## src/rtl/decode_stage_if.sv

```systemverilog
// Signals between IF/ID, the register file, writeback and the ID/EX consumer.
// master = decode stage, slave = surrounding pipeline.
interface decode_stage_if #(
    parameter int DATA_WIDTH     = 32,
    parameter int REG_ADDR_WIDTH = 5
);
    logic [31:0]               instr_d_i;
    logic [DATA_WIDTH-1:0]     pc_d_i;
    logic [DATA_WIDTH-1:0]     pc_plus4_d_i;
    logic                      valid_d_i;
    logic                      stall_e_i;
    logic                      flush_e_i;
    logic [REG_ADDR_WIDTH-1:0] rs1_addr_o;
    logic [REG_ADDR_WIDTH-1:0] rs2_addr_o;
    logic [DATA_WIDTH-1:0]     rs1_data_i;
    logic [DATA_WIDTH-1:0]     rs2_data_i;
    logic                      rd_write_en_wb_i;
    logic [REG_ADDR_WIDTH-1:0] rd_addr_wb_i;
    logic [DATA_WIDTH-1:0]     rd_data_wb_i;
    logic                      valid_e_o;
    logic                      reg_write_e_o;
    logic [1:0]                result_src_e_o;
    logic                      mem_write_e_o;
    logic                      branch_e_o;
    logic                      jump_e_o;
    logic                      jalr_e_o;
    logic                      alu_src_a_e_o;
    logic                      alu_src_b_e_o;
    logic [3:0]                alu_control_e_o;
    logic [2:0]                funct3_e_o;
    logic [DATA_WIDTH-1:0]     rs1_data_e_o;
    logic [DATA_WIDTH-1:0]     rs2_data_e_o;
    logic [DATA_WIDTH-1:0]     imm_ext_e_o;
    logic [REG_ADDR_WIDTH-1:0] rs1_addr_e_o;
    logic [REG_ADDR_WIDTH-1:0] rs2_addr_e_o;
    logic [REG_ADDR_WIDTH-1:0] rd_addr_e_o;
    logic [DATA_WIDTH-1:0]     pc_e_o;
    logic [DATA_WIDTH-1:0]     pc_plus4_e_o;
    logic                      illegal_e_o;

    modport master (
        input  instr_d_i, pc_d_i, pc_plus4_d_i, valid_d_i, stall_e_i, flush_e_i,
               rs1_data_i, rs2_data_i, rd_write_en_wb_i, rd_addr_wb_i, rd_data_wb_i,
        output rs1_addr_o, rs2_addr_o, valid_e_o, reg_write_e_o, result_src_e_o,
               mem_write_e_o, branch_e_o, jump_e_o, jalr_e_o, alu_src_a_e_o, alu_src_b_e_o,
               alu_control_e_o, funct3_e_o, rs1_data_e_o, rs2_data_e_o, imm_ext_e_o,
               rs1_addr_e_o, rs2_addr_e_o, rd_addr_e_o, pc_e_o, pc_plus4_e_o, illegal_e_o
    );

    modport slave (
        output instr_d_i, pc_d_i, pc_plus4_d_i, valid_d_i, stall_e_i, flush_e_i,
               rs1_data_i, rs2_data_i, rd_write_en_wb_i, rd_addr_wb_i, rd_data_wb_i,
        input  rs1_addr_o, rs2_addr_o, valid_e_o, reg_write_e_o, result_src_e_o,
               mem_write_e_o, branch_e_o, jump_e_o, jalr_e_o, alu_src_a_e_o, alu_src_b_e_o,
               alu_control_e_o, funct3_e_o, rs1_data_e_o, rs2_data_e_o, imm_ext_e_o,
               rs1_addr_e_o, rs2_addr_e_o, rd_addr_e_o, pc_e_o, pc_plus4_e_o, illegal_e_o
    );
endinterface

```

## src/rtl/decode_stage.sv

```systemverilog
// RV32I decode: RF address drive, WB->ID bypass, control/immediate decode, ID/EX register.
// One cycle instr_d_i -> *_e_o; stall_e_i holds ID/EX, flush_e_i (wins over stall) loads a bubble.
module decode_stage #(
    parameter int DATA_WIDTH     = 32,
    parameter int REG_ADDR_WIDTH = 5
) (
    input  logic           clk,
    input  logic           rst_n,
    decode_stage_if.master io
);
    localparam logic [6:0] OP_R      = 7'b0110011;
    localparam logic [6:0] OP_IMM    = 7'b0010011;
    localparam logic [6:0] OP_LOAD   = 7'b0000011;
    localparam logic [6:0] OP_STORE  = 7'b0100011;
    localparam logic [6:0] OP_BRANCH = 7'b1100011;
    localparam logic [6:0] OP_LUI    = 7'b0110111;
    localparam logic [6:0] OP_AUIPC  = 7'b0010111;
    localparam logic [6:0] OP_JAL    = 7'b1101111;
    localparam logic [6:0] OP_JALR   = 7'b1100111;

    localparam logic [3:0] ALU_ADD  = 4'b0000;
    localparam logic [3:0] ALU_SUB  = 4'b0001;
    localparam logic [3:0] ALU_AND  = 4'b0010;
    localparam logic [3:0] ALU_OR   = 4'b0011;
    localparam logic [3:0] ALU_XOR  = 4'b0100;
    localparam logic [3:0] ALU_SLT  = 4'b0101;
    localparam logic [3:0] ALU_SLTU = 4'b0110;
    localparam logic [3:0] ALU_SLL  = 4'b0111;
    localparam logic [3:0] ALU_SRL  = 4'b1000;
    localparam logic [3:0] ALU_SRA  = 4'b1001;

    typedef struct packed {
        logic                      valid;
        logic                      reg_write;
        logic [1:0]                result_src;
        logic                      mem_write;
        logic                      branch;
        logic                      jump;
        logic                      jalr;
        logic                      alu_src_a;
        logic                      alu_src_b;
        logic [3:0]                alu_control;
        logic [2:0]                funct3;
        logic [DATA_WIDTH-1:0]     rs1_data;
        logic [DATA_WIDTH-1:0]     rs2_data;
        logic [DATA_WIDTH-1:0]     imm;
        logic [REG_ADDR_WIDTH-1:0] rs1_addr;
        logic [REG_ADDR_WIDTH-1:0] rs2_addr;
        logic [REG_ADDR_WIDTH-1:0] rd_addr;
        logic [DATA_WIDTH-1:0]     pc;
        logic [DATA_WIDTH-1:0]     pc_plus4;
        logic                      illegal;
    } idex_t;

    idex_t                     dec;
    idex_t                     idex_d;
    idex_t                     idex_q;
    logic [31:0]               instr;
    logic [6:0]                opcode;
    logic [2:0]                funct3;
    logic [6:0]                funct7;
    logic [REG_ADDR_WIDTH-1:0] rs1_addr;
    logic [REG_ADDR_WIDTH-1:0] rs2_addr;
    logic [DATA_WIDTH-1:0]     rs1_fwd;
    logic [DATA_WIDTH-1:0]     rs2_fwd;
    logic [31:0]               imm32;
    logic [3:0]                alu_f3;

    assign instr         = io.instr_d_i;
    assign opcode        = instr[6:0];
    assign funct3        = instr[14:12];
    assign funct7        = instr[31:25];
    assign rs1_addr      = REG_ADDR_WIDTH'(instr[19:15]);
    assign rs2_addr      = REG_ADDR_WIDTH'(instr[24:20]);
    assign io.rs1_addr_o = rs1_addr;
    assign io.rs2_addr_o = rs2_addr;

    // RF write lands on the same edge that ID/EX captures, so the WB value must be taken here.
    always_comb begin
        rs1_fwd = io.rs1_data_i;
        if (rs1_addr == '0)
            rs1_fwd = '0;
        else if (io.rd_write_en_wb_i && io.rd_addr_wb_i == rs1_addr)
            rs1_fwd = io.rd_data_wb_i;
        rs2_fwd = io.rs2_data_i;
        if (rs2_addr == '0)
            rs2_fwd = '0;
        else if (io.rd_write_en_wb_i && io.rd_addr_wb_i == rs2_addr)
            rs2_fwd = io.rd_data_wb_i;
    end

    always_comb begin
        imm32 = '0;
        case (opcode)
            OP_IMM, OP_LOAD, OP_JALR: imm32 = {{20{instr[31]}}, instr[31:20]};
            OP_STORE:                 imm32 = {{20{instr[31]}}, instr[31:25], instr[11:7]};
            OP_BRANCH: imm32 = {{19{instr[31]}}, instr[31], instr[7], instr[30:25], instr[11:8], 1'b0};
            OP_LUI, OP_AUIPC:         imm32 = {instr[31:12], 12'b0};
            OP_JAL: imm32 = {{11{instr[31]}}, instr[31], instr[19:12], instr[20], instr[30:21], 1'b0};
            default:                  imm32 = '0;
        endcase
    end

    always_comb begin
        alu_f3 = ALU_ADD;
        case (funct3)
            3'b000:  alu_f3 = ALU_ADD;
            3'b001:  alu_f3 = ALU_SLL;
            3'b010:  alu_f3 = ALU_SLT;
            3'b011:  alu_f3 = ALU_SLTU;
            3'b100:  alu_f3 = ALU_XOR;
            3'b101:  alu_f3 = ALU_SRL;
            3'b110:  alu_f3 = ALU_OR;
            default: alu_f3 = ALU_AND;
        endcase
    end

    always_comb begin
        dec          = '0;
        dec.valid    = io.valid_d_i;
        dec.funct3   = funct3;
        dec.rs1_data = rs1_fwd;
        dec.rs2_data = rs2_fwd;
        dec.imm      = DATA_WIDTH'($signed(imm32));
        dec.rs1_addr = rs1_addr;
        dec.rs2_addr = rs2_addr;
        dec.rd_addr  = REG_ADDR_WIDTH'(instr[11:7]);
        dec.pc       = io.pc_d_i;
        dec.pc_plus4 = io.pc_plus4_d_i;
        case (opcode)
            OP_R: begin
                if (funct7 == 7'b0000000 || funct7 == 7'b0100000) begin
                    dec.reg_write   = 1'b1;
                    dec.alu_control = alu_f3;
                    if (funct7[5] && funct3 == 3'b000) dec.alu_control = ALU_SUB;
                    if (funct7[5] && funct3 == 3'b101) dec.alu_control = ALU_SRA;
                end else begin
                    dec.illegal = 1'b1;
                end
            end
            OP_IMM: begin
                dec.reg_write   = 1'b1;
                dec.alu_src_b   = 1'b1;
                dec.alu_control = (funct3 == 3'b101 && funct7[5]) ? ALU_SRA : alu_f3;
            end
            OP_LOAD: begin
                dec.reg_write  = 1'b1;
                dec.alu_src_b  = 1'b1;
                dec.result_src = 2'b01;
            end
            OP_STORE: begin
                dec.mem_write = 1'b1;
                dec.alu_src_b = 1'b1;
            end
            OP_BRANCH: begin
                dec.branch      = 1'b1;
                dec.alu_control = ALU_SUB;
            end
            OP_LUI: begin
                // Zeroing the index too stops EX forwarding from replacing the forced-zero operand.
                dec.reg_write = 1'b1;
                dec.alu_src_b = 1'b1;
                dec.rs1_data  = '0;
                dec.rs1_addr  = '0;
            end
            OP_AUIPC: begin
                dec.reg_write = 1'b1;
                dec.alu_src_a = 1'b1;
                dec.alu_src_b = 1'b1;
            end
            OP_JAL: begin
                dec.reg_write  = 1'b1;
                dec.jump       = 1'b1;
                dec.result_src = 2'b10;
            end
            OP_JALR: begin
                dec.reg_write  = 1'b1;
                dec.jump       = 1'b1;
                dec.jalr       = 1'b1;
                dec.result_src = 2'b10;
                dec.alu_src_b  = 1'b1;
            end
            default: dec.illegal = 1'b1;
        endcase
        if (!io.valid_d_i) begin
            dec.reg_write = 1'b0;
            dec.mem_write = 1'b0;
            dec.branch    = 1'b0;
            dec.jump      = 1'b0;
            dec.jalr      = 1'b0;
            dec.illegal   = 1'b0;
        end
    end

    always_comb begin
        idex_d = dec;
        if (io.flush_e_i)
            idex_d = '0;
        else if (io.stall_e_i)
            idex_d = idex_q;
    end

    always_ff @(posedge clk or negedge rst_n) begin
        if (!rst_n) idex_q <= '0;
        else        idex_q <= idex_d;
    end

    assign io.valid_e_o       = idex_q.valid;
    assign io.reg_write_e_o   = idex_q.reg_write;
    assign io.result_src_e_o  = idex_q.result_src;
    assign io.mem_write_e_o   = idex_q.mem_write;
    assign io.branch_e_o      = idex_q.branch;
    assign io.jump_e_o        = idex_q.jump;
    assign io.jalr_e_o        = idex_q.jalr;
    assign io.alu_src_a_e_o   = idex_q.alu_src_a;
    assign io.alu_src_b_e_o   = idex_q.alu_src_b;
    assign io.alu_control_e_o = idex_q.alu_control;
    assign io.funct3_e_o      = idex_q.funct3;
    assign io.rs1_data_e_o    = idex_q.rs1_data;
    assign io.rs2_data_e_o    = idex_q.rs2_data;
    assign io.imm_ext_e_o     = idex_q.imm;
    assign io.rs1_addr_e_o    = idex_q.rs1_addr;
    assign io.rs2_addr_e_o    = idex_q.rs2_addr;
    assign io.rd_addr_e_o     = idex_q.rd_addr;
    assign io.pc_e_o          = idex_q.pc;
    assign io.pc_plus4_e_o    = idex_q.pc_plus4;
    assign io.illegal_e_o     = idex_q.illegal;
endmodule

```

## src/flat_wrapper.sv

```systemverilog
// flat-port wrapper written by rule: the top's interface ports become plain ports
module decode_stage_flat 
#(
    parameter int DATA_WIDTH     = 32,
    parameter int REG_ADDR_WIDTH = 5
)
  (clk, rst_n, io_instr_d_i, io_pc_d_i, io_pc_plus4_d_i, io_valid_d_i, io_stall_e_i, io_flush_e_i, io_rs1_data_i, io_rs2_data_i, io_rd_write_en_wb_i, io_rd_addr_wb_i, io_rd_data_wb_i, io_rs1_addr_o, io_rs2_addr_o, io_valid_e_o, io_reg_write_e_o, io_result_src_e_o, io_mem_write_e_o, io_branch_e_o, io_jump_e_o, io_jalr_e_o, io_alu_src_a_e_o, io_alu_src_b_e_o, io_alu_control_e_o, io_funct3_e_o, io_rs1_data_e_o, io_rs2_data_e_o, io_imm_ext_e_o, io_rs1_addr_e_o, io_rs2_addr_e_o, io_rd_addr_e_o, io_pc_e_o, io_pc_plus4_e_o, io_illegal_e_o);
  decode_stage_if #(.DATA_WIDTH(DATA_WIDTH), .REG_ADDR_WIDTH(REG_ADDR_WIDTH)) io_i ();
  input  logic clk;
  input  logic rst_n;
  input wire logic [$bits(io_i.instr_d_i)-1:0] io_instr_d_i;
  input wire logic [$bits(io_i.pc_d_i)-1:0] io_pc_d_i;
  input wire logic [$bits(io_i.pc_plus4_d_i)-1:0] io_pc_plus4_d_i;
  input wire logic [$bits(io_i.valid_d_i)-1:0] io_valid_d_i;
  input wire logic [$bits(io_i.stall_e_i)-1:0] io_stall_e_i;
  input wire logic [$bits(io_i.flush_e_i)-1:0] io_flush_e_i;
  input wire logic [$bits(io_i.rs1_data_i)-1:0] io_rs1_data_i;
  input wire logic [$bits(io_i.rs2_data_i)-1:0] io_rs2_data_i;
  input wire logic [$bits(io_i.rd_write_en_wb_i)-1:0] io_rd_write_en_wb_i;
  input wire logic [$bits(io_i.rd_addr_wb_i)-1:0] io_rd_addr_wb_i;
  input wire logic [$bits(io_i.rd_data_wb_i)-1:0] io_rd_data_wb_i;
  output wire logic [$bits(io_i.rs1_addr_o)-1:0] io_rs1_addr_o;
  output wire logic [$bits(io_i.rs2_addr_o)-1:0] io_rs2_addr_o;
  output wire logic [$bits(io_i.valid_e_o)-1:0] io_valid_e_o;
  output wire logic [$bits(io_i.reg_write_e_o)-1:0] io_reg_write_e_o;
  output wire logic [$bits(io_i.result_src_e_o)-1:0] io_result_src_e_o;
  output wire logic [$bits(io_i.mem_write_e_o)-1:0] io_mem_write_e_o;
  output wire logic [$bits(io_i.branch_e_o)-1:0] io_branch_e_o;
  output wire logic [$bits(io_i.jump_e_o)-1:0] io_jump_e_o;
  output wire logic [$bits(io_i.jalr_e_o)-1:0] io_jalr_e_o;
  output wire logic [$bits(io_i.alu_src_a_e_o)-1:0] io_alu_src_a_e_o;
  output wire logic [$bits(io_i.alu_src_b_e_o)-1:0] io_alu_src_b_e_o;
  output wire logic [$bits(io_i.alu_control_e_o)-1:0] io_alu_control_e_o;
  output wire logic [$bits(io_i.funct3_e_o)-1:0] io_funct3_e_o;
  output wire logic [$bits(io_i.rs1_data_e_o)-1:0] io_rs1_data_e_o;
  output wire logic [$bits(io_i.rs2_data_e_o)-1:0] io_rs2_data_e_o;
  output wire logic [$bits(io_i.imm_ext_e_o)-1:0] io_imm_ext_e_o;
  output wire logic [$bits(io_i.rs1_addr_e_o)-1:0] io_rs1_addr_e_o;
  output wire logic [$bits(io_i.rs2_addr_e_o)-1:0] io_rs2_addr_e_o;
  output wire logic [$bits(io_i.rd_addr_e_o)-1:0] io_rd_addr_e_o;
  output wire logic [$bits(io_i.pc_e_o)-1:0] io_pc_e_o;
  output wire logic [$bits(io_i.pc_plus4_e_o)-1:0] io_pc_plus4_e_o;
  output wire logic [$bits(io_i.illegal_e_o)-1:0] io_illegal_e_o;
  assign io_i.instr_d_i = io_instr_d_i;
  assign io_i.pc_d_i = io_pc_d_i;
  assign io_i.pc_plus4_d_i = io_pc_plus4_d_i;
  assign io_i.valid_d_i = io_valid_d_i;
  assign io_i.stall_e_i = io_stall_e_i;
  assign io_i.flush_e_i = io_flush_e_i;
  assign io_i.rs1_data_i = io_rs1_data_i;
  assign io_i.rs2_data_i = io_rs2_data_i;
  assign io_i.rd_write_en_wb_i = io_rd_write_en_wb_i;
  assign io_i.rd_addr_wb_i = io_rd_addr_wb_i;
  assign io_i.rd_data_wb_i = io_rd_data_wb_i;
  assign io_rs1_addr_o = io_i.rs1_addr_o;
  assign io_rs2_addr_o = io_i.rs2_addr_o;
  assign io_valid_e_o = io_i.valid_e_o;
  assign io_reg_write_e_o = io_i.reg_write_e_o;
  assign io_result_src_e_o = io_i.result_src_e_o;
  assign io_mem_write_e_o = io_i.mem_write_e_o;
  assign io_branch_e_o = io_i.branch_e_o;
  assign io_jump_e_o = io_i.jump_e_o;
  assign io_jalr_e_o = io_i.jalr_e_o;
  assign io_alu_src_a_e_o = io_i.alu_src_a_e_o;
  assign io_alu_src_b_e_o = io_i.alu_src_b_e_o;
  assign io_alu_control_e_o = io_i.alu_control_e_o;
  assign io_funct3_e_o = io_i.funct3_e_o;
  assign io_rs1_data_e_o = io_i.rs1_data_e_o;
  assign io_rs2_data_e_o = io_i.rs2_data_e_o;
  assign io_imm_ext_e_o = io_i.imm_ext_e_o;
  assign io_rs1_addr_e_o = io_i.rs1_addr_e_o;
  assign io_rs2_addr_e_o = io_i.rs2_addr_e_o;
  assign io_rd_addr_e_o = io_i.rd_addr_e_o;
  assign io_pc_e_o = io_i.pc_e_o;
  assign io_pc_plus4_e_o = io_i.pc_plus4_e_o;
  assign io_illegal_e_o = io_i.illegal_e_o;
  decode_stage #(.DATA_WIDTH(DATA_WIDTH), .REG_ADDR_WIDTH(REG_ADDR_WIDTH)) u_core (.clk(clk), .rst_n(rst_n), .io(io_i));
endmodule
```

## config.mk

```make
export PLATFORM = sky130hd
export DESIGN_NAME = decode_stage_flat
export DESIGN_NICKNAME = d
export VERILOG_FILES = /design/src/rtl/decode_stage_if.sv /design/src/rtl/decode_stage.sv /design/src/flat_wrapper.sv
export SDC_FILE = /design/constraint.sdc
export NUM_CORES = 1
export LEC_CHECK = 0
export CAP_MARGIN = 10
export CORE_AREA = 2 2 159 161
export CTS_CLUSTER_DIAMETER = 60
export CTS_CLUSTER_SIZE = 40
export DETAILED_ROUTE_END_ITERATION = 6
export DIE_AREA = 0 0 161 163
export MAX_ROUTING_LAYER = met4
export PLACE_DENSITY = 0.8
export SLEW_MARGIN = 0
export SYNTH_ARGS = -nofsm -noshare
export SYNTH_HDL_FRONTEND = slang
export SYNTH_SLANG_ARGS = --single-unit
export TNS_END_PERCENT = 1
```

## constraint.sdc

```tcl
create_clock -name clk -period 1.5 [get_ports clk]
set_input_delay 0.3 -clock clk [delete_from_list [all_inputs] [get_ports clk]]
set_output_delay 0.3 -clock clk [all_outputs]
set_load 0.01 [all_outputs]
```

# Yosys cells after proc, flatten, opt, wreduce, memory -nomap -nowiden
# Cells that the tools add are included.
[op_classes]
mux = 29
n_eq_ne = 19
reduce_logical = 15
[ops]
columns = ["operator", "count"]
rows = [
  ["$mux 193", 2],
  ["$mux 32", 5],
  ["$pmux 32 s5", 1],
  ["$eq 7x6->1 const B", 4],
  ["$pmux 4 s7", 1],
  ["$eq 7x7->1 const B", 3],
  ["$mux 4", 5],
  ["$eq 7x5->1 const B", 2],
  ["$pmux 4 s3", 1],
  ["$reduce_or 6->1", 2],
  ["$eq 5x5->1", 2],
  ["$logic_not 5->1", 2],
  ["$mux 1", 10],
  ["$eq 3x3->1 const B", 3],
  ["$reduce_or 8->1", 1],
  ["$eq 7x2->1 const B", 1],
  ["$logic_not 7->1", 1],
  ["$eq 3x2->1 const B", 2],
  ["$mux 5", 1],
  ["$logic_and 1x1->1", 4],
  ["$pmux 1 s2", 2],
  ["$pmux 2 s2", 1],
  ["$reduce_or 2->1", 2],
  ["$eq 3x1->1 const B", 1],
  ["other kinds (4)", 4],
]
[word_totals]
reg_bits = 193
word_cells = 83
inputBits = 203
output_inout_bits = 203

# Depth between registers and ports, before layout
# Gate-level depths: netlist of the first run.
[depth]
depth_word = 8
depth_mapped = 8
ltp_nobuf = 5

# Worst setup path after synthesis of the first run
# No wires, ideal clock.
[synth_timing]
path_kind = "input to register"
startpoint = "in io_instr_d_i[5]"
endpoint = "reg u_core.idex_q, in the netlist u_core.io.imm_ext_e_o[0]"
path_stages = 7
n_path_buf = 2
required_time_ps = 1379
arrival_time_ps = 1471
setup_time_ps = 121
setup_slack_ps = -92
path_cell_list = "buf_4 > nand4b_1 > a2bb2o_4 > buf_6 > and2b_4 > a22o_1 > a22o_1"
[synth_between]
elab_chain_cells = 5
word_cells_on_any_way = 13
classes_between = "eq/ne: 8; mux: 3; reduce/logical: 2"
[synth_rtl]
columns = ["item", "line", "text"]
rows = [
  ["start, declared", "flat_wrapper.sv:11", "input wire logic [$bits(io_i.instr_d_i)-1:0] io_instr_d_i;"],
  ["$eq 7x5->1, or another cell as far along", "decode_stage.sv:94", "case (opcode)"],
  ["$reduce_or 3->1 or $reduce_or 2->1 (tied branches)", "decode_stage.sv:94", ""],
  ["$pmux 32 s5 *", "decode_stage.sv:94", ""],
  ["$mux 193 *", "decode_stage.sv:199", "else if (io.stall_e_i)"],
  ["$mux 193 *", "decode_stage.sv:197", "if (io.flush_e_i)"],
  ["end signal, assigned", "decode_stage.sv:205", "else idex_q <= idex_d;"],
  ["end, declared", "decode_stage.sv:57", "idex_t idex_q;"],
]
# Mark *: on every way between the ends. The rest lies on a longest branch, timed or not. The select of a mux whose other input is x is not followed.
# A chain may end at the register's enable or synchronous reset.

# Worst setup path in the final report of the first run
[layout_timing]
startpoint = "in io_instr_d_i[22]"
endpoint = "reg u_core.idex_q, in the netlist u_core.io.rs2_data_e_o[15]"
[layout_between]
elab_chain_cells = 6
word_cells_on_any_way = 7
classes_between = "eq/ne: 1; mux: 4; reduce/logical: 2"
[layout_rtl]
columns = ["item", "line", "text"]
rows = [
  ["$eq 5x5->1", "decode_stage.sv:88", "else if (io.rd_write_en_wb_i && io.rd_addr_wb_i == rs2_addr)"],
  ["$logic_and 1x1->1", "decode_stage.sv:88", ""],
  ["$mux 32", "decode_stage.sv:88", ""],
  ["$mux 32 *", "decode_stage.sv:86", "if (rs2_addr == '0)"],
  ["$mux 193 *", "decode_stage.sv:199", ""],
  ["$mux 193 *", "decode_stage.sv:197", ""],
]
# Marked as above.

==> implementation parameters, run 1 <==
Parameter                              Value

Logic synthesis
  Syn Inst Count ... between 700 and 800
  Cell area after synthesis ... 8630 µm²
  Post-synth top area share ... about 56%
  Count of different cell masters after synthesis ... between 40 and 50
  Flip-flop and latch count after synthesis ... 193
  Number of synthesized flops with an enable pin ... 0
  Ranking of synthesized cells by area ... dfrtp_1 (56%), mux2i_1 (16%), nand2_1 (4.0%)
  Ranking of synthesized cells by instance count ... dfrtp_1 (193), mux2i_1 (141), nand2_1 (91)
  Asr flop ratio synth ... between 90% and 100%
  Library cell with the highest instance count after synthesis ... dfrtp_1
  Sequential cell area fraction in the yosys report ... a little under three fifths
  Leading area contributor after synthesis ... dfrtp_1
  Post-Syn Area per Cell ... around 11 µm²
  Yosys Warn Count ... 0
  Number of nets produced by synthesis ... approximately 1000
  Synth Flop Type ... dfrtp_1

Die
  Initial core utilization ... between 30% and 40%
  Floorplan row count ... 58
  Boundary Pins ... roughly 400
  Area of the placeable core ... ~25000 µm²
  Die H ... roughly 160 µm
  Die Area ... ~26000 µm²
  Horizontal extent of the die ... 161 µm

Hold path
  Hold-critical path depth ... 3
  Path type of the worst min-delay path ... in -> reg

CTS
  Clock tree buffer depth ... 2
  TritonCTS Buffers ... 17
  Clk pin slew, worst setup/hold paths ... 0.08 ns
  CTS H-tree depth ... 4
  TritonCTS sink count ... between 150 and 200
  CTS tree ... built
  Library cell used as clock root buffer ... clkbuf_16
  Skew-Pair Late Insertion Delay ... between 0.4 and 0.5 ns

Routing
  Post-detailed-route DRC marker count ... 0
  Total routed wirelength ... 31.5 mm
  Routed wirelength normalized by instance count ... between 20 and 25 µm
  Iteration-0 DRC count of the detailed router ... 413
  Via total after detailed routing ... 7824
  Average vias per placed instance ... 5.00
  Antenna-violating nets left ... 0
  1st-pass router iterations ... 5

Worst setup path
  Endpoint arrival time on the critical path ... 1.84 ns
  Count of buffering cells on the critical path with inverters included ... 3
  Cell occurring most often along the worst timing path ... buf_8
  Launching element type of the critical path ... input pin
  List of cells traversed by the critical path ... buf_8, buf_8, xor2_2, nor4_2, and3_4, buf_6, mux2i_1, o21ai_1
  Sort of element at the end of the critical path ... register
  Levels on crit path ... 8
  Worst Reg2Reg Path Length in Cells ... 1
  Setup Crit Path Kind ... in -> reg
  Cell at the slowest stage of the critical path ... and3_4
  Critical Path Max Stage Delay ... a little over 0.3 ns
  Largest driver fanout on the critical path ... 6
  Worst endpoint required time ... about 1.8 ns
  Top Family by Delay on Critical Path ... simple AND/OR/NAND/NOR gates

Outcome
  Result of the run ... complete, but fails checks
  Violated checks ... negative setup slack

Pwr
  Largest vdd supply drop ... between 0.6 and 0.7 mV
  Leak ... ~7 nW
  Power density cells ... 905 nW/µm²

Timing
  Slew Viols, Final ... 0
  Worst relative slew slack ... between 50% and 60%
  Endpoints failing hold ... 0
  Crit share post-route ... 102%
  Transition time of the tightest slew-check pin ... roughly 0.68 ns
  Post-layout minimum cycle time ... 1.54 ns
  Worst path setup slack after routing ... -0.0361 ns
  RSZ-0062 raised after global routing ... yes
  Setup violators final ... 2
  Total negative setup slack ... -0.0685 ns
  Layout Skew ... 0 ns
  Fmax ... between 600 and 700 MHz

Placement
  Place WS ... -0.886 ns
  Number of port buffers ... about 400
  Global placer's final weighted congestion ... 0.906
  Detailed placer's ending HPWL ... around 23 mm

GRT
  Initial antenna violation count ... 3
  Global router's overall resource usage ... between 20% and 30%
  Overflow left after global routing ... 0
  Wire length of the first global-routing pass ... 47.2 mm
  Number of global-route vias before repair ... just over 8000
  Maximum number of pins on one net before global-route repair ... 70

Cells and area
  Total Nets Final ... approximately 1400
  Fraction of layout cells with a size suffix above 1 ... 13.2%
  Layout Area Growth over Synthesis ... 63.9%

Flow run
  Max Cap Violations ... 0
registers in the layout, indices dropped and copies added (netlist names), 2 cells and up:
signal / cells
u_core.io.rd_addr_e_o: 5
u_core.io.alu_control_e_o: 4
u_core.io.pc_e_o: 32
u_core.io.pc_plus4_e_o: 32
u_core.io.funct3_e_o: 3
u_core.io.imm_ext_e_o: 32
u_core.io.rs1_addr_e_o: 5
u_core.io.rs1_data_e_o: 32
u_core.io.rs2_data_e_o: 32
u_core.io.rs2_addr_e_o: 5
u_core.io.result_src_e_o: 2
cell usage in the layout (no fill, tap or decap), types with 27 or more instances in the layout:
master           Yosys  layout
o21ai_0             35      27
dfrtp_1            193     193
nand2_1             91      91
o21ai_1             48      55
mux2i_1            141     138
dlygate4sd2_1        0     210
nor2_1              90      86
clkdlybuf4s50_1      0     179
buf_4               13      68
logic make-up after synthesis:
| family | share of synthesized area [%] |
|---|---|
| AO/OA/AOI/OAI | 11.0 |
| XOR/XNOR | 1.12 |
| buffers and inverters | 4.61 |
| flip-flops | 56.0 |
| multiplexers | 16.5 |
| AND/OR/NAND/NOR | 10.8 |
metal layers:
metal | vias up | wire (µm) | GRT usage [%]
met5 | - | 0 | -
met4 | 0 | 1140 | 10.5
met3 | 66 | 2190 | 6.21
met2 | 346 | 15600 | 40.6
met1 | 3836 | 12500 | 28.1
li1 | 3576 | - | -
cell type report:
class / instances / area (µm²)
fill: 2182 / 10500
sequential: 193 / 4830
timing repair buffer: 494 / 4680
multi-input combinational: 511 / 3530
clock buffer: 17 / 425
tap: 330 / 413
clock inverter: 15 / 238
inverter: 2 / 7.51
antenna: 3 / 7.51
power by group:
part           leakage (nW)  total (W)  switching [W]  internal (W)
registers              2.60    0.00556       0.000130       0.00544
clock network         0.323    0.00511        0.00235       0.00276
logic                  4.10    0.00212       0.000999       0.00112
total                  7.01     0.0128        0.00348       0.00931
path summary, 6_finish.rpt:
kind                                           start                          to  slack [ns]
hold reg to reg             u_core.io.imm_ext_e_o[1]    u_core.io.imm_ext_e_o[1]        0.48
setup reg to reg           u_core.io.imm_ext_e_o[24]   u_core.io.imm_ext_e_o[24]        0.65
setup / recovery                    io_instr_d_i[22]  u_core.io.rs2_data_e_o[15]       -0.04
hold / removal                      io_instr_d_i[27]    u_core.io.imm_ext_e_o[7]        0.25
min in group asynchronous                      rst_n        u_core.io.pc_e_o[17]        0.37
max in group asynchronous                      rst_n    u_core.io.imm_ext_e_o[1]        0.58
per-stage QoR:
step	instance area (µm²)	power [W]	instances	utilization, %	hold slack [ns]
5_1_grt	14100	0.0133	1565	57.3	0.253
6_report	14100	0.0128	1565	57.3	0.253
3_5_place_dp	13500	0.00794	1522	54.5	0.282
3_3_place_gp	13500	0.00790	1522	54.5	0.277
4_1_cts	14100	0.0129	1561	57.0	0.277
2_1_floorplan	8640	0.00638	769	-	0.00441
repair_timing:
item	in CTS	in global routing
pin swaps	8	9
endpoints found under the hold margin	33	0
cloned	3	1
setup buffers	3	2
endpoints found under the setup margin	303	72
gates resized for setup	256	38
hold buffers	1	0
(Power assumes the default switching activity.)
==> inputs of run 2 (changes only) <==
CORE_AREA = 2 2 156 158   (was 2 2 159 161)
DIE_AREA = 0 0 158 160   (was 0 0 161 163)
PLACE_DENSITY = unset   (was 0.8)
PLACE_DENSITY_LB_ADDON = 0.25   (was unset)
clock period = 1.3 ns   (was 1.5 ns; I/O delays follow)
==> implementation parameters, run 2 (synthesis gave the netlist of run 1 again) <==
Parameter                              Value

Outcome
  Result of the run ... complete, but fails checks
  Violated checks ... negative setup slack

CTS
  Skew-Pair Late Insertion Delay ... 0.43 ns (about the same)
  Clk pin slew, worst setup/hold paths ... 0.08 ns (about the same)
  TritonCTS sink count ... 193 (unchanged)
  CTS H-tree depth ... 4 (unchanged)
  Library cell used as clock root buffer ... clkbuf_16
  CTS tree ... built
  Clock tree buffer depth ... 2 (unchanged)
  TritonCTS Buffers ... 17 (unchanged)

Worst setup path
  Largest driver fanout on the critical path ... 5 (-1)
  Launching element type of the critical path ... input pin
  Endpoint arrival time on the critical path ... 1.66 ns (-0.18 ns)
  Worst reg-to-reg setup slack ... 0.45 ns (-0.20 ns)
  Sort of element at the end of the critical path ... register
  Setup Crit Path Kind ... in -> reg
  Worst endpoint required time ... 1.62 ns (-0.19 ns)

GRT
  Most Used Layer, Global Route ... met2
  Global router's overall resource usage ... 25.2% (+0.85 points)
  Number of global-route vias before repair ... 8002 (-2.9%)
  Met3 Track Usage GR ... 6.68% (+0.46 points)
  Overflow left after global routing ... 0 (unchanged)
  Wire length of the first global-routing pass ... 46.9 mm (-0.69%)
  Met2 track demand over resource in global routing ... 41.9% (+1.3 points)
  Met1 track demand over resource in global routing ... 29.8% (+1.7 points)
  Initial antenna violation count ... 1 (-2)
  Maximum number of pins on one net before global-route repair ... 58 (-17%)

Routing
  Post-detailed-route DRC marker count ... 0 (unchanged)
  Antenna-violating nets left ... 0 (unchanged)
  Via total after detailed routing ... 7738 (-1.1%)
  Iteration-0 DRC count of the detailed router ... 333 (-19%)
  Routed wirelength normalized by instance count ... 20.2 µm (+0.35%)
  1st-pass router iterations ... 4 (-1)
  Total routed wirelength ... 31.6 mm (+0.61%)
  Average vias per placed instance ... 4.93 (-1.4%)

Cells and area
  Area taken by multi-input logic gates ... 3530 µm² (about the same)
  Fraction of layout cells with a size suffix above 1 ... 30.2% (+17 points)
  Leading cell type in the layout, fill and taps excluded ... buf_2
  Number of fill cells ... 2186 (+0.18%)
  Total Nets Final ... 1433 (+0.77%)
  Leading cell types in the layout, fill and taps excluded ... buf_2 (196), dfrtp_1 (193), clkdlybuf4s50_1 (173)
  Number of cells in the finished layout apart from fillers ... 1569 (+0.26%)
  Storage cell area ... 4830 µm² (unchanged)
  Layout Area Growth over Synthesis ... 56.7%

Die
  Die Area ... 25300 µm² (-3.7%)
  Die H ... 160 µm (-1.8%)
  Boundary Pins ... 406 (unchanged)
  Area of the placeable core ... 23800 µm² (-3.5%)
  Horizontal extent of the die ... 158 µm (-1.9%)
  Initial core utilization ... 36.2% (+1.3 points)
  Floorplan row count ... 57 (-1.7%)

Timing
  Transition time of the tightest slew-check pin ... 0.533 ns (-0.145 ns)
  Crit share post-route ... 103%
  Worst path setup slack after routing ... -0.0406 ns (-0.00449 ns)
  Endpoints failing hold ... 0 (unchanged)
  Setup violators final ... 7 (+5)
  Layout Skew ... 0 ns (unchanged)
  Fmax ... about 750 MHz
  RSZ-0062 raised after global routing ... yes
  Worst relative slew slack ... 64.4% (+9.6 points)
  Post-layout minimum cycle time ... 1.34 ns
  Slew Viols, Final ... 0 (unchanged)

Hold path
  Path type of the worst min-delay path ... in -> reg

Pwr
  Share of total power in sequential cells ... 45.1% (+1.6 points)
  Net switching power of the design ... 0.00385 W (+11%)
  Internal power of the cells ... 0.0104 W (+11%)
  Power density cells ... 1050 nW/µm² (+16%)
  Largest vdd supply drop ... 0.904 mV (+45%)
  Leak ... 6.65 nW (-5.2%)
  Part of the power in combinational logic ... 16.9% (+0.3 points)
  Part of the power in the clock network ... 38.0% (-1.9 points)
  Switching Fraction ... 27.1% (-0.087 points)
  Pwr Total ... 0.0142 W (+11%)

Placement
  Number of port buffers ... 405 (unchanged)
  Global placer's final weighted congestion ... 0.911 (+0.60%)
  Detailed placer's ending HPWL ... 23.2 mm (-1.0%)
  Cell count after placement ... 1523 (+0.066%)

Flow run
  Max Cap Violations ... 0 (unchanged)
[run 2: worst paths after layout]
path / to / cells after the start / from
max: u_core.io.rs1_data_e_o[16] / 8 / io_instr_d_i[16]
max in group asynchronous: u_core.io.rs1_data_e_o[29] / 3 / rst_n
min in group asynchronous: u_core.io.rs2_addr_e_o[1] / 2 / rst_n
max reg2reg: u_core.io.imm_ext_e_o[21] / 1 / u_core.io.imm_ext_e_o[21]
min: u_core.io.rs1_addr_e_o[1] / 3 / io_instr_d_i[16]
min reg2reg: u_core.io.imm_ext_e_o[3] / 2 / u_core.io.imm_ext_e_o[3]
[run 2: final cells by class]
| type | count | area share, % |
|---|---|---|
| multi-input cells | 511 | 26.2 |
| repair buffers | 505 | 30.6 |
| flip-flops and latches | 193 | 35.7 |
| inverters | 2 | 0.0555 |
| well taps | 324 | 3.00 |
| diodes | 2 | 0.0370 |
| clock buffers | 20 | 3.38 |
| clock inverters | 12 | 1.01 |
[run 2: per-layer routing]
layer / part of all wire, % / vias to the layer above
li1: - / 3592
met1: 40 / 3795
met2: 50 / 315
met3: 7.8 / 36
met4: 2.4 / 0
met5: 0 / -
[run 2: power groups by stage]
stage	combinational (W)	sequential [W]	clock [W]
global route	0.00259	0.00645	0.00577
detailed placement	0.00262	0.00654	0
floorplan	0.000699	0.00666	0
finish	0.00240	0.00642	0.00540
CTS	0.00241	0.00642	0.00550
global placement	0.00260	0.00653	0
[run 2: critical path: stages]
cell and delay (ns):
buf_8 0.11, xor2_1 0.17, nor4_1 0.27, and3_4 0.33
buf_12 0.13, buf_16 0.11, mux2i_1 0.19, o21ai_1 0.09
[run 2: through the flow]
step	TNS (ns)	instance area [µm²]	hold slack (ns)	util, %	setup WS, ns
floorplan	-16.36	8640	-0.0356	-	-0.217
global placement	-94.44	13500	0.133	56.8	-0.977
detailed placement	-97.61	13500	0.132	56.8	-0.983
CTS	-8.84	13500	0.214	56.5	-0.222
global route	-1.82	13500	0.158	56.7	-0.125
finish	-0.152	13500	0.155	56.7	-0.0406
[run 2: timing repair]
item                       4_1_cts  5_1_grt
hold endpoints to repair       193        0
pin swaps                       11       14
hold buffers                     1        0
buffers inserted                 6        2
resized for setup              856       68
setup endpoints to repair      313       90
cloned                           5        1
==> inputs of run 3 (changes only) <==
PLACE_DENSITY = 0.76   (was unset)
PLACE_DENSITY_LB_ADDON = unset   (was 0.25)
==> implementation parameters, run 3 (synthesis gave the netlist of run 1 again) <==
Parameter                              Value

Routing
  Average vias per placed instance ... 4.96 (+0.50%)
  Via total after detailed routing ... 7752 (+0.18%)
  Met2 WL post-DR ... 15.8 mm (+0.93%)
  Uppermost signal routing layer after detailed routing ... met4
  Total routed wirelength ... 31.7 mm (about the same)
  Met3 Routed Length ... 2.54 mm (+2.2%)
  Routed wirelength normalized by instance count ... 20.2 µm (+0.34%)
  Metal-1 WL ... 12.3 mm (-2.9%)
  Iteration-0 DRC count of the detailed router ... 528 (+59%)
  1st-pass router iterations ... 4 (unchanged)
  Post-detailed-route DRC marker count ... 0 (unchanged)
  Antenna-violating nets left ... 0 (unchanged)

Worst setup path
  Endpoint arrival time on the critical path ... 1.62 ns (-0.04 ns)
  Launching element type of the critical path ... input pin
  Worst endpoint required time ... 1.61 ns (about the same)
  Setup Crit Path Kind ... in -> reg
  Largest driver fanout on the critical path ... 8 (+3)
  Sort of element at the end of the critical path ... register

CTS
  TritonCTS sink count ... 193 (unchanged)
  Skew-Pair Late Insertion Delay ... 0.43 ns (about the same)
  CTS H-tree depth ... 4 (unchanged)
  Library cell used as clock root buffer ... clkbuf_16
  Clock tree buffer depth ... 2 (unchanged)
  TritonCTS Buffers ... 17 (unchanged)
  CTS tree ... built
  Clk pin slew, worst setup/hold paths ... 0.07 ns (about the same)

GRT
  Overflow left after global routing ... 0 (unchanged)
  Wire length of the first global-routing pass ... 47.3 mm (+0.99%)
  Maximum number of pins on one net before global-route repair ... 81 (+40%)
  Number of global-route vias before repair ... 8362 (+4.5%)
  Initial antenna violation count ... 0 (-1)
  Global router's overall resource usage ... 25.3% (+0.059 points)

Die
  Die Area ... 25300 µm² (unchanged)
  Horizontal extent of the die ... 158 µm (unchanged)
  Area of the placeable core ... 23800 µm² (unchanged)
  Initial core utilization ... 36.2% (unchanged)
  Die H ... 160 µm (unchanged)
  Floorplan row count ... 57 (unchanged)
  Boundary Pins ... 406 (unchanged)

Cells and area
  Final core utilization ... 56.9% (+0.19 points)
  Antenna diode count ... 0 (-2)
  Leading cell types in the layout, fill and taps excluded ... buf_2 (198), dfrtp_1 (193), clkdlybuf4s50_1 (173)
  Number of cells in the finished layout apart from fillers ... 1564 (-0.32%)
  Layout Area Growth over Synthesis ... 57.2%
  Total Nets Final ... 1430 (-0.21%)
  Leading cell type in the layout, fill and taps excluded ... buf_2
  Fraction of layout cells with a size suffix above 1 ... 30.4% (+0.15 points)

Hold path
  Path type of the worst min-delay path ... in -> reg

Timing
  Layout Skew ... 0 ns (unchanged)
  Worst path setup slack after routing ... -0.0133 ns (+0.0273 ns)
  Endpoints failing hold ... 0 (unchanged)
  Total negative setup slack ... -0.0171 ns (+0.135 ns)
  RSZ-0062 raised after global routing ... yes
  Slew Viols, Final ... 0 (unchanged)
  Setup violators final ... 3 (-4)
  Fmax ... 761 MHz (+2.1%)
  Crit share post-route ... 101% (-2.1 points)
  Worst relative slew slack ... 63.1% (-1.4 points)
  Transition time of the tightest slew-check pin ... 0.554 ns (+0.0203 ns)
  Post-layout minimum cycle time ... 1.31 ns (-0.0273 ns)

Placement
  Place WS ... -0.927 ns (+0.0559 ns)
  Number of port buffers ... 405 (unchanged)
  Cell count after placement ... 1521 (-0.13%)
  Global placer's final weighted congestion ... 0.911 (about the same)
  Detailed placer's ending HPWL ... 23.2 mm (+0.13%)

Outcome
  Result of the run ... complete, but fails checks
  Violated checks ... negative setup slack

Pwr
  Largest vdd supply drop ... 0.705 mV (-22%)
  Leak ... 6.66 nW (+0.15%)
  Power density cells ... 1070 nW/µm² (+1.3%)
  Pwr Total ... 0.0144 W (+1.7%)

Flow run
  Max Cap Violations ... 0 (unchanged)
## run 3: layout make-up
type	count	area (µm²)
Clock buffer	17	425
Sequential cell	193	4830
Inverter	2	7.51
Multi-Input combinational cell	511	3550
Clock inverter	15	215
Timing Repair Buffer	502	4130
Tap cell	324	405
Fill cell	2101	10300
## run 3: worst paths after layout
kind,startpoint,end,slack (ns),depth (start not counted)
max reg2reg,u_core.io.imm_ext_e_o[27],u_core.io.imm_ext_e_o[27],0.47,1
min reg2reg,u_core.io.imm_ext_e_o[1],u_core.io.imm_ext_e_o[1],0.48,2
max,io_rd_addr_wb_i[1],u_core.io.rs1_data_e_o[29],-0.01,7
min,io_flush_e_i,u_core.io.rs2_addr_e_o[3],0.16,3
min in group asynchronous,rst_n,u_core.io.pc_e_o[7],0.29,2
max in group asynchronous,rst_n,u_core.io.rs1_data_e_o[13],0.43,3
## run 3: power by group
| part | internal [W] | total [W] | switching (W) |
|---|---|---|---|
| Sequential | 0.00627 | 0.00642 | 0.000153 |
| Clock | 0.00283 | 0.00560 | 0.00277 |
| Combinational | 0.00126 | 0.00242 | 0.00116 |
## run 3: per-layer routing
layer	up-vias	GRT usage, %
li1	3583	-
met1	3797	28.8
met2	325	43.0
met3	47	6.32
met4	0	8.93
met5	-	-
## run 3: stage by stage
stage / hold WS [ns] / area [µm²]
2_1_floorplan: -0.0356 / 8640
3_3_place_gp: 0.208 / 13500
3_5_place_dp: 0.203 / 13500
4_1_cts: 0.141 / 13400
5_1_grt: 0.148 / 13600
6_report: 0.165 / 13600
## run 3: repair_timing
| item | 4_1_cts | 5_1_grt |
|---|---|---|
| pin swaps | 10 | 16 |
| hold buffers | 1 | 0 |
| resized for setup | 870 | 62 |
| endpoints found under the hold margin | 29 | 0 |
| buffers inserted | 3 | 0 |
| endpoints found under the setup margin | 314 | 94 |
| gates cloned | 4 | 3 |
## run 3: worst max-delay path, cell delays in order
cell and delay, ns:
buf_6 0.10, xor2_1 0.16, nor4_2 0.27, and3_4 0.34, buf_12 0.18, mux2i_4 0.22, o21ai_1 0.09
